File: src/rtl/soc_spi_pkg.sv
// Shared types for the multi-slave SPI master: FSM states and the latched mode.
package soc_spi_pkg;

    typedef enum logic [1:0] {
        IDLE  = 2'd0,
        SETUP = 2'd1,
        XFER  = 2'd2,
        HOLD  = 2'd3
    } spi_state_e;

    typedef struct packed {
        logic cpol;
        logic cpha;
    } spi_mode_t;

endpackage

File: src/rtl/soc_spi_clkgen.sv
// SCK timing: half-period counter (div+1 clk cycles) and edge-index counter.
// Edge strobes fire on the last clk cycle of each XFER half-period, so the
// registered sck toggles exactly at the half-period boundary.
module soc_spi_clkgen #(
    parameter int DATA_W = 8,
    parameter int DIV_W  = 8
) (
    input  logic             clk,
    input  logic             rst_n,
    input  logic             run_i,
    input  logic             xfer_i,
    input  logic [DIV_W-1:0] div_i,
    output logic             phase_tick_o,
    output logic             lead_edge_o,
    output logic             trail_edge_o,
    output logic             last_edge_o
);

    localparam int EDGES  = 2 * DATA_W;
    localparam int EDGE_W = $clog2(EDGES + 1);

    logic [DIV_W-1:0]  cnt_q, cnt_d;
    logic [EDGE_W-1:0] edge_q, edge_d;
    logic              tick;

    // Strobes and next-state; edge_q counts edges already produced, so an even
    // count means the upcoming edge is odd (leading).
    always_comb begin
        tick         = run_i && (cnt_q == div_i);
        phase_tick_o = tick;
        lead_edge_o  = xfer_i && tick && !edge_q[0];
        trail_edge_o = xfer_i && tick && edge_q[0];
        last_edge_o  = xfer_i && tick && (edge_q == EDGE_W'(EDGES - 1));
        cnt_d        = (!run_i || tick) ? '0 : cnt_q + DIV_W'(1);
        edge_d       = !xfer_i ? '0 : (tick ? edge_q + EDGE_W'(1) : edge_q);
    end

    // Counter state; cleared whenever the master is idle / outside XFER.
    always_ff @(posedge clk or negedge rst_n) begin
        if (!rst_n) begin
            cnt_q  <= '0;
            edge_q <= '0;
        end else begin
            cnt_q  <= cnt_d;
            edge_q <= edge_d;
        end
    end

endmodule

File: src/rtl/soc_spi_master_mc.sv
// Multi-slave SPI master: start/busy/done handshake, runtime CPOL/CPHA,
// programmable SCK divider, one-hot active-low slave selects, MSB first.
module soc_spi_master_mc
    import soc_spi_pkg::*;
#(
    parameter int DATA_W = 8,
    parameter int NUM_SS = 4,
    parameter int DIV_W  = 8,
    localparam int CS_W  = (NUM_SS > 1) ? $clog2(NUM_SS) : 1
) (
    input  logic              clk,
    input  logic              rst_n,
    input  logic              start,
    input  logic              cpol,
    input  logic              cpha,
    input  logic [DIV_W-1:0]  div,
    input  logic [CS_W-1:0]   cs_sel,
    input  logic [DATA_W-1:0] tx_data,
    output logic [DATA_W-1:0] rx_data,
    output logic              busy,
    output logic              done,
    output logic [NUM_SS-1:0] ss_n,
    output logic              sck,
    output logic              mosi,
    input  logic              miso
);

    spi_state_e        state_q;
    spi_mode_t         mode_q;
    logic [DIV_W-1:0]  div_q;
    logic [DATA_W-1:0] tx_sh_q, rx_sh_q, rx_data_q;
    logic [NUM_SS-1:0] ss_n_q, ss_n_d;
    logic              busy_q, done_q, sck_q, mosi_q;

    logic phase_tick, lead_edge, trail_edge, last_edge;
    logic shift_en, sample_en;

    soc_spi_clkgen #(
        .DATA_W (DATA_W),
        .DIV_W  (DIV_W)
    ) u_clkgen (
        .clk          (clk),
        .rst_n        (rst_n),
        .run_i        (state_q != IDLE),
        .xfer_i       (state_q == XFER),
        .div_i        (div_q),
        .phase_tick_o (phase_tick),
        .lead_edge_o  (lead_edge),
        .trail_edge_o (trail_edge),
        .last_edge_o  (last_edge)
    );

    // Slave-select decode from the requested index; out-of-range selects none.
    always_comb begin
        ss_n_d = '1;
        for (int i = 0; i < NUM_SS; i++) begin
            ss_n_d[i] = (cs_sel != CS_W'(i));
        end
    end

    // cpha=0 shifts on trailing edges (not the final one), cpha=1 on leading.
    always_comb begin
        shift_en  = mode_q.cpha ? lead_edge : (trail_edge && !last_edge);
        sample_en = mode_q.cpha ? trail_edge : lead_edge;
    end

    // Transfer FSM with all pin outputs registered.
    always_ff @(posedge clk or negedge rst_n) begin
        if (!rst_n) begin
            state_q   <= IDLE;
            mode_q    <= '0;
            div_q     <= '0;
            tx_sh_q   <= '0;
            rx_sh_q   <= '0;
            rx_data_q <= '0;
            ss_n_q    <= '1;
            busy_q    <= 1'b0;
            done_q    <= 1'b0;
            sck_q     <= 1'b0;
            mosi_q    <= 1'b0;
        end else begin
            done_q <= 1'b0;
            case (state_q)
                IDLE: begin
                    if (start) begin
                        state_q     <= SETUP;
                        busy_q      <= 1'b1;
                        mode_q.cpol <= cpol;
                        mode_q.cpha <= cpha;
                        div_q       <= div;
                        tx_sh_q     <= tx_data;
                        rx_sh_q     <= '0;
                        ss_n_q      <= ss_n_d;
                        sck_q       <= cpol;
                        // cpha=0 slaves sample the first bit before any SCK edge
                        mosi_q      <= cpha ? 1'b0 : tx_data[DATA_W-1];
                    end
                end
                SETUP: begin
                    sck_q <= mode_q.cpol;
                    if (phase_tick) state_q <= XFER;
                end
                XFER: begin
                    if (lead_edge || trail_edge) sck_q <= ~sck_q;
                    if (shift_en) begin
                        // cpha=0: MSB is already on the pin, advance to the next bit
                        mosi_q  <= mode_q.cpha ? tx_sh_q[DATA_W-1] : tx_sh_q[DATA_W-2];
                        tx_sh_q <= tx_sh_q << 1;
                    end
                    if (sample_en) rx_sh_q <= {rx_sh_q[DATA_W-2:0], miso};
                    if (last_edge) state_q <= HOLD;
                end
                HOLD: begin
                    sck_q <= mode_q.cpol;
                    if (phase_tick) begin
                        state_q   <= IDLE;
                        busy_q    <= 1'b0;
                        done_q    <= 1'b1;
                        ss_n_q    <= '1;
                        mosi_q    <= 1'b0;
                        rx_data_q <= rx_sh_q;
                    end
                end
                default: state_q <= IDLE;
            endcase
        end
    end

    assign rx_data = rx_data_q;
    assign busy    = busy_q;
    assign done    = done_q;
    assign ss_n    = ss_n_q;
    assign sck     = sck_q;
    assign mosi    = mosi_q;

endmodule

File: config.mk
export PLATFORM = sky130hd
export DESIGN_NAME = soc_spi_master_mc
export DESIGN_NICKNAME = d
export VERILOG_FILES = /design/src/rtl/soc_spi_pkg.sv /design/src/rtl/soc_spi_clkgen.sv /design/src/rtl/soc_spi_master_mc.sv
export SDC_FILE = /design/constraint.sdc
export NUM_CORES = 1
export LEC_CHECK = 0
export CORE_MARGIN = 1.5
export CORE_UTILIZATION = 55
export DETAILED_ROUTE_END_ITERATION = 12
export PLACE_DENSITY = 0.8
export SLEW_MARGIN = 30
export SYNTH_ARGS = -nofsm -noshare
export SYNTH_HDL_FRONTEND = slang
export SYNTH_HIERARCHICAL = 1
export SYNTH_SLANG_ARGS = --single-unit
File: constraint.sdc
create_clock -name clk -period 7.3 [get_ports clk]
set_clock_uncertainty 0.2 [all_clocks]
set_input_delay 0.73 -clock clk [delete_from_list [all_inputs] [get_ports clk]]
set_output_delay 0.73 -clock clk [all_outputs]
set_load 0.02 [all_outputs]
==> metrics.md <==
| Metric | Value |
|---|---|
| Unrepaired setup endpoints after global routing | `no` |
| Largest net degree at the start of global routing | `58` |
| R2r setup slk | `between 3 and 4 ns` |
| Synth Instances | `roughly 220` |
| Max Fclk | `301 MHz` |
| Main synth FF type | `dfrtp_1` |
| Ys Warns | `6` |
| List of most frequent post-synthesis cells | `dfrtp_1 (53), mux2_2 (39), nor2_1 (13), ha_1 (10)` |
| CP required | `7.31 ns` |
| Worst slew pin tran | `0.761 ns` |
| Sequential fraction of the synthesis area | `0.505` |
| Worst slack, placed | `3.99 ns` |
| Overall Global Routing Usage | `0.205` |
| TritonCTS Buffers | `9` |
| DRC Markers | `0` |
| Critical Path AT | `3.33 ns` |
| Post-DP HPWL | `3.42 mm` |
| Die X | `74.8 µm` |
| Most frequent cell on the critical path | `inv_1` |
| Origin of the worst setup path | `state_q[0]` |
| Final hold vios | `0` |
| First-pass GRT wire length | `between 8 and 9 mm` |
| Core Region | `around 0.0048 mm²` |
| Largest stage delay on the critical path | `~0.44 ns` |
| Final setup vio count | `0` |
| P per Cell Area | `380 mW/mm²` |
| CTS tree | `built` |
| Cell with the most instances after synthesis | `dfrtp_1` |
| Top-area cell type share of the netlist area | `0.468` |
| Mapped Area | `~0.0028 mm²` |
| Pleak | `1.49 nW` |
| Final Wtd Congestion | `0.836` |
| # IOs | `40` |
| Max Cap Viol | `0` |
| Number of global-route vias before repair | `around 1900` |
| HP Start | `ss_n[0]` |
| Outcome | `complete, no violations` |
| Crit end category | `register` |
| Async SR Flop Fraction | `1.00` |
| Cell variety after synth | `44` |
| Cts hold-fix bufs | `0` |
| Clock Path Buffers | `2` |
| Largest area contributor in the netlist | `dfrtp_1` |
| Crit path cell chain | `inv_1, ha_1, inv_1, inv_1, nor3_4, and3_1, or3b_4, a211oi_4, mux2_2` |
| Slew Viols, Final | `0` |
| Final #Nets | `299` |
| Worst slew margin | `0.493` |
| Final hold slack | `around 0.30 ns` |
| Iteration-0 DRC Markers | `around 100` |
| CTS sink count | `57` |
| Routed wire length | `5.00 mm` |
| RR Startpoint | `state_q[0]` |
| Setup Total Neg Slack | `0 ns` |
| Share of cells above drive strength 1 | `0.274` |
| Vias per cell | `5.42` |
| Worst skew pair latency | `0.32 ns` |
| Die area | `~0.0056 mm²` |
| Wire length per cell | `14.8 µm` |
| Syn_nets | `about 250` |
| Initial antenna violation count | `0` |
| H-tree depth | `3` |
| FF+latch count, synth | `57` |
| Vias | `1827` |
| Hold Crit Class | `reg2reg` |
| Port bufs | `39` |
| Antenna Cells | `0` |
| Post-CTS Resized | `0` |
| Final min period | `3.32 ns` |
| Kind of critical path | `reg2reg` |
| Worst-path clk slew | `~0.06 ns` |
| Initial core utilization | `0.585` |
| Root buffer cell | `clkbuf_8` |
| Number of synthesized flops with an enable pin | `0` |
| CP max FO | `10` |
| Startpoint Class | `register` |
| Final ANT Viol Nets | `0` |
| VDD IR max | `0.194 mV` |
| Fin crit share | `0.455` |
| Postcts setup bufs | `0` |
| Setup WS post-layout | `3.98 ns` |
| Synth Area per Inst | `13.0 µm²` |
| DIE HEIGHT | `74.8 µm` |
| Top post-synthesis cells by area | `dfrtp_1 (47%), mux2_2 (15%), ha_1 (4.4%), dfstp_2 (3.7%), a22o_1 (2.5%)` |
| GRT overflow | `0` |
| Critical path's slowest cell | `a211oi_4` |
| Synth-to-Final Area Change | `21.6%` |
| DR pass1 iterations | `4` |
| Row Count | `25` |
## worst max-delay path: cells and delay by family, from the launching register on
kind | cells | cell delay (ns)
AO/OA/AOI/OAI | 1 | 0.44
buffers and inverters | 3 | 0.39
AND/OR/NAND/NOR | 3 | 1.07
multiplexers | 1 | 0.39
flip-flops | 1 | 0.42
adder cells (fa/ha/maj) | 1 | 0.30
## through the flow
stage / cell area, µm² / cells / utilization / total power [mW]
4_1_cts: 3450 / 337 / 0.711 / 1.32
3_5_place_dp: 3270 / 321 / 0.675 / 1.06
3_3_place_gp: 3270 / 321 / 0.675 / 1.04
5_1_grt: 3450 / 337 / 0.711 / 1.39
2_1_floorplan: 2830 / 218 / - / 0.917
6_report: 3450 / 337 / 0.711 / 1.31
## flip-flops by register name, indices dropped and copies added, names as in the netlist
signal,count
done,1
mode_q,2
u_clkgen/edge_q,5
rx_data,8
state_q,2
sck,1
busy,1
div_q,8
ss_n,4
mosi,1
rx_sh_q,8
u_clkgen/cnt_q,8
tx_sh_q,8
## cell families after synthesis
kind of cell,after synthesis,synth area share
AOI/OAI and AO/OA,26,0.0777
DFF,57,0.505
buffers and inverters,13,0.0256
muxes,46,0.180
xor gates and xnor gates,14,0.0539
and+or+nand+nor,52,0.114
adders and majority gates,10,0.0442
## power by group
part	switching, mW	leakage, nW	internal, mW
combinational	0.271	0.689	0.289
clock	0.115	0.0932	0.140
sequential	0.0732	0.712	0.421
## final cells by class
cell class              instances  area, µm²
clock inverters                 3       15.0
well taps                      67       83.8
repair buffers                 40        393
multi-input cells             148       1330
clock buffers                  13        159
inverters                       9       33.8
flip-flops and latches         57       1430
fillers                       359       1400
## metal layers
| layer | routed length [µm] | up-vias | part of all wire | global-route usage |
|---|---|---|---|---|
| li1 | - | 872 | - | - |
| met5 | 0 | - | 0 | 0 |
| met2 | 2380 | 45 | 0.48 | 0.326 |
| met3 | 210 | 9 | 0.042 | 0.0442 |
| met1 | 2320 | 901 | 0.46 | 0.269 |
| met4 | 88 | 0 | 0.018 | 0.103 |
## path summary, 6_finish.rpt
check,endpoint,depth (start not counted)
worst min register to register,ss_n[0],2
min in group asynchronous,u_clkgen/cnt_q[3],2
worst max-delay path,tx_sh_q[1],9
worst max register to register,tx_sh_q[1],9
worst min-delay path,ss_n[0],2
max in group asynchronous,rx_data[2],2
## cell usage in the layout, fill, tap and decap left out, types with 2 or more instances in the layout
| master | synthesis | final |
|---|---|---|
| xor2_1 | 4 | 4 |
| o21ai_0 | 3 | 3 |
| ha_1 | 10 | 10 |
| nand4_1 | 2 | 2 |
| nand2b_1 | 5 | 5 |
| xnor2_2 | 4 | 4 |
| clkdlybuf4s50_1 | 0 | 38 |
| xnor2_1 | 6 | 6 |
| a21oi_1 | 2 | 2 |
| and3_1 | 5 | 5 |
| clkbuf_1 | 1 | 2 |
| nand3_1 | 2 | 2 |
| dfrtp_1 | 53 | 53 |
| clkinv_2 | 0 | 3 |
| o31ai_1 | 2 | 2 |
| and2b_2 | 2 | 2 |
| clkbuf_8 | 2 | 11 |
| a22o_1 | 8 | 8 |
| o41ai_1 | 2 | 2 |
| o311ai_1 | 2 | 2 |
| nor2b_1 | 3 | 3 |
| nand2_1 | 9 | 9 |
| mux2i_1 | 7 | 7 |
| nor2_1 | 13 | 13 |
| dfstp_2 | 4 | 4 |
| inv_1 | 9 | 9 |
| mux2_2 | 39 | 39 |
Note: power is estimated with default switching activity, not from simulation.
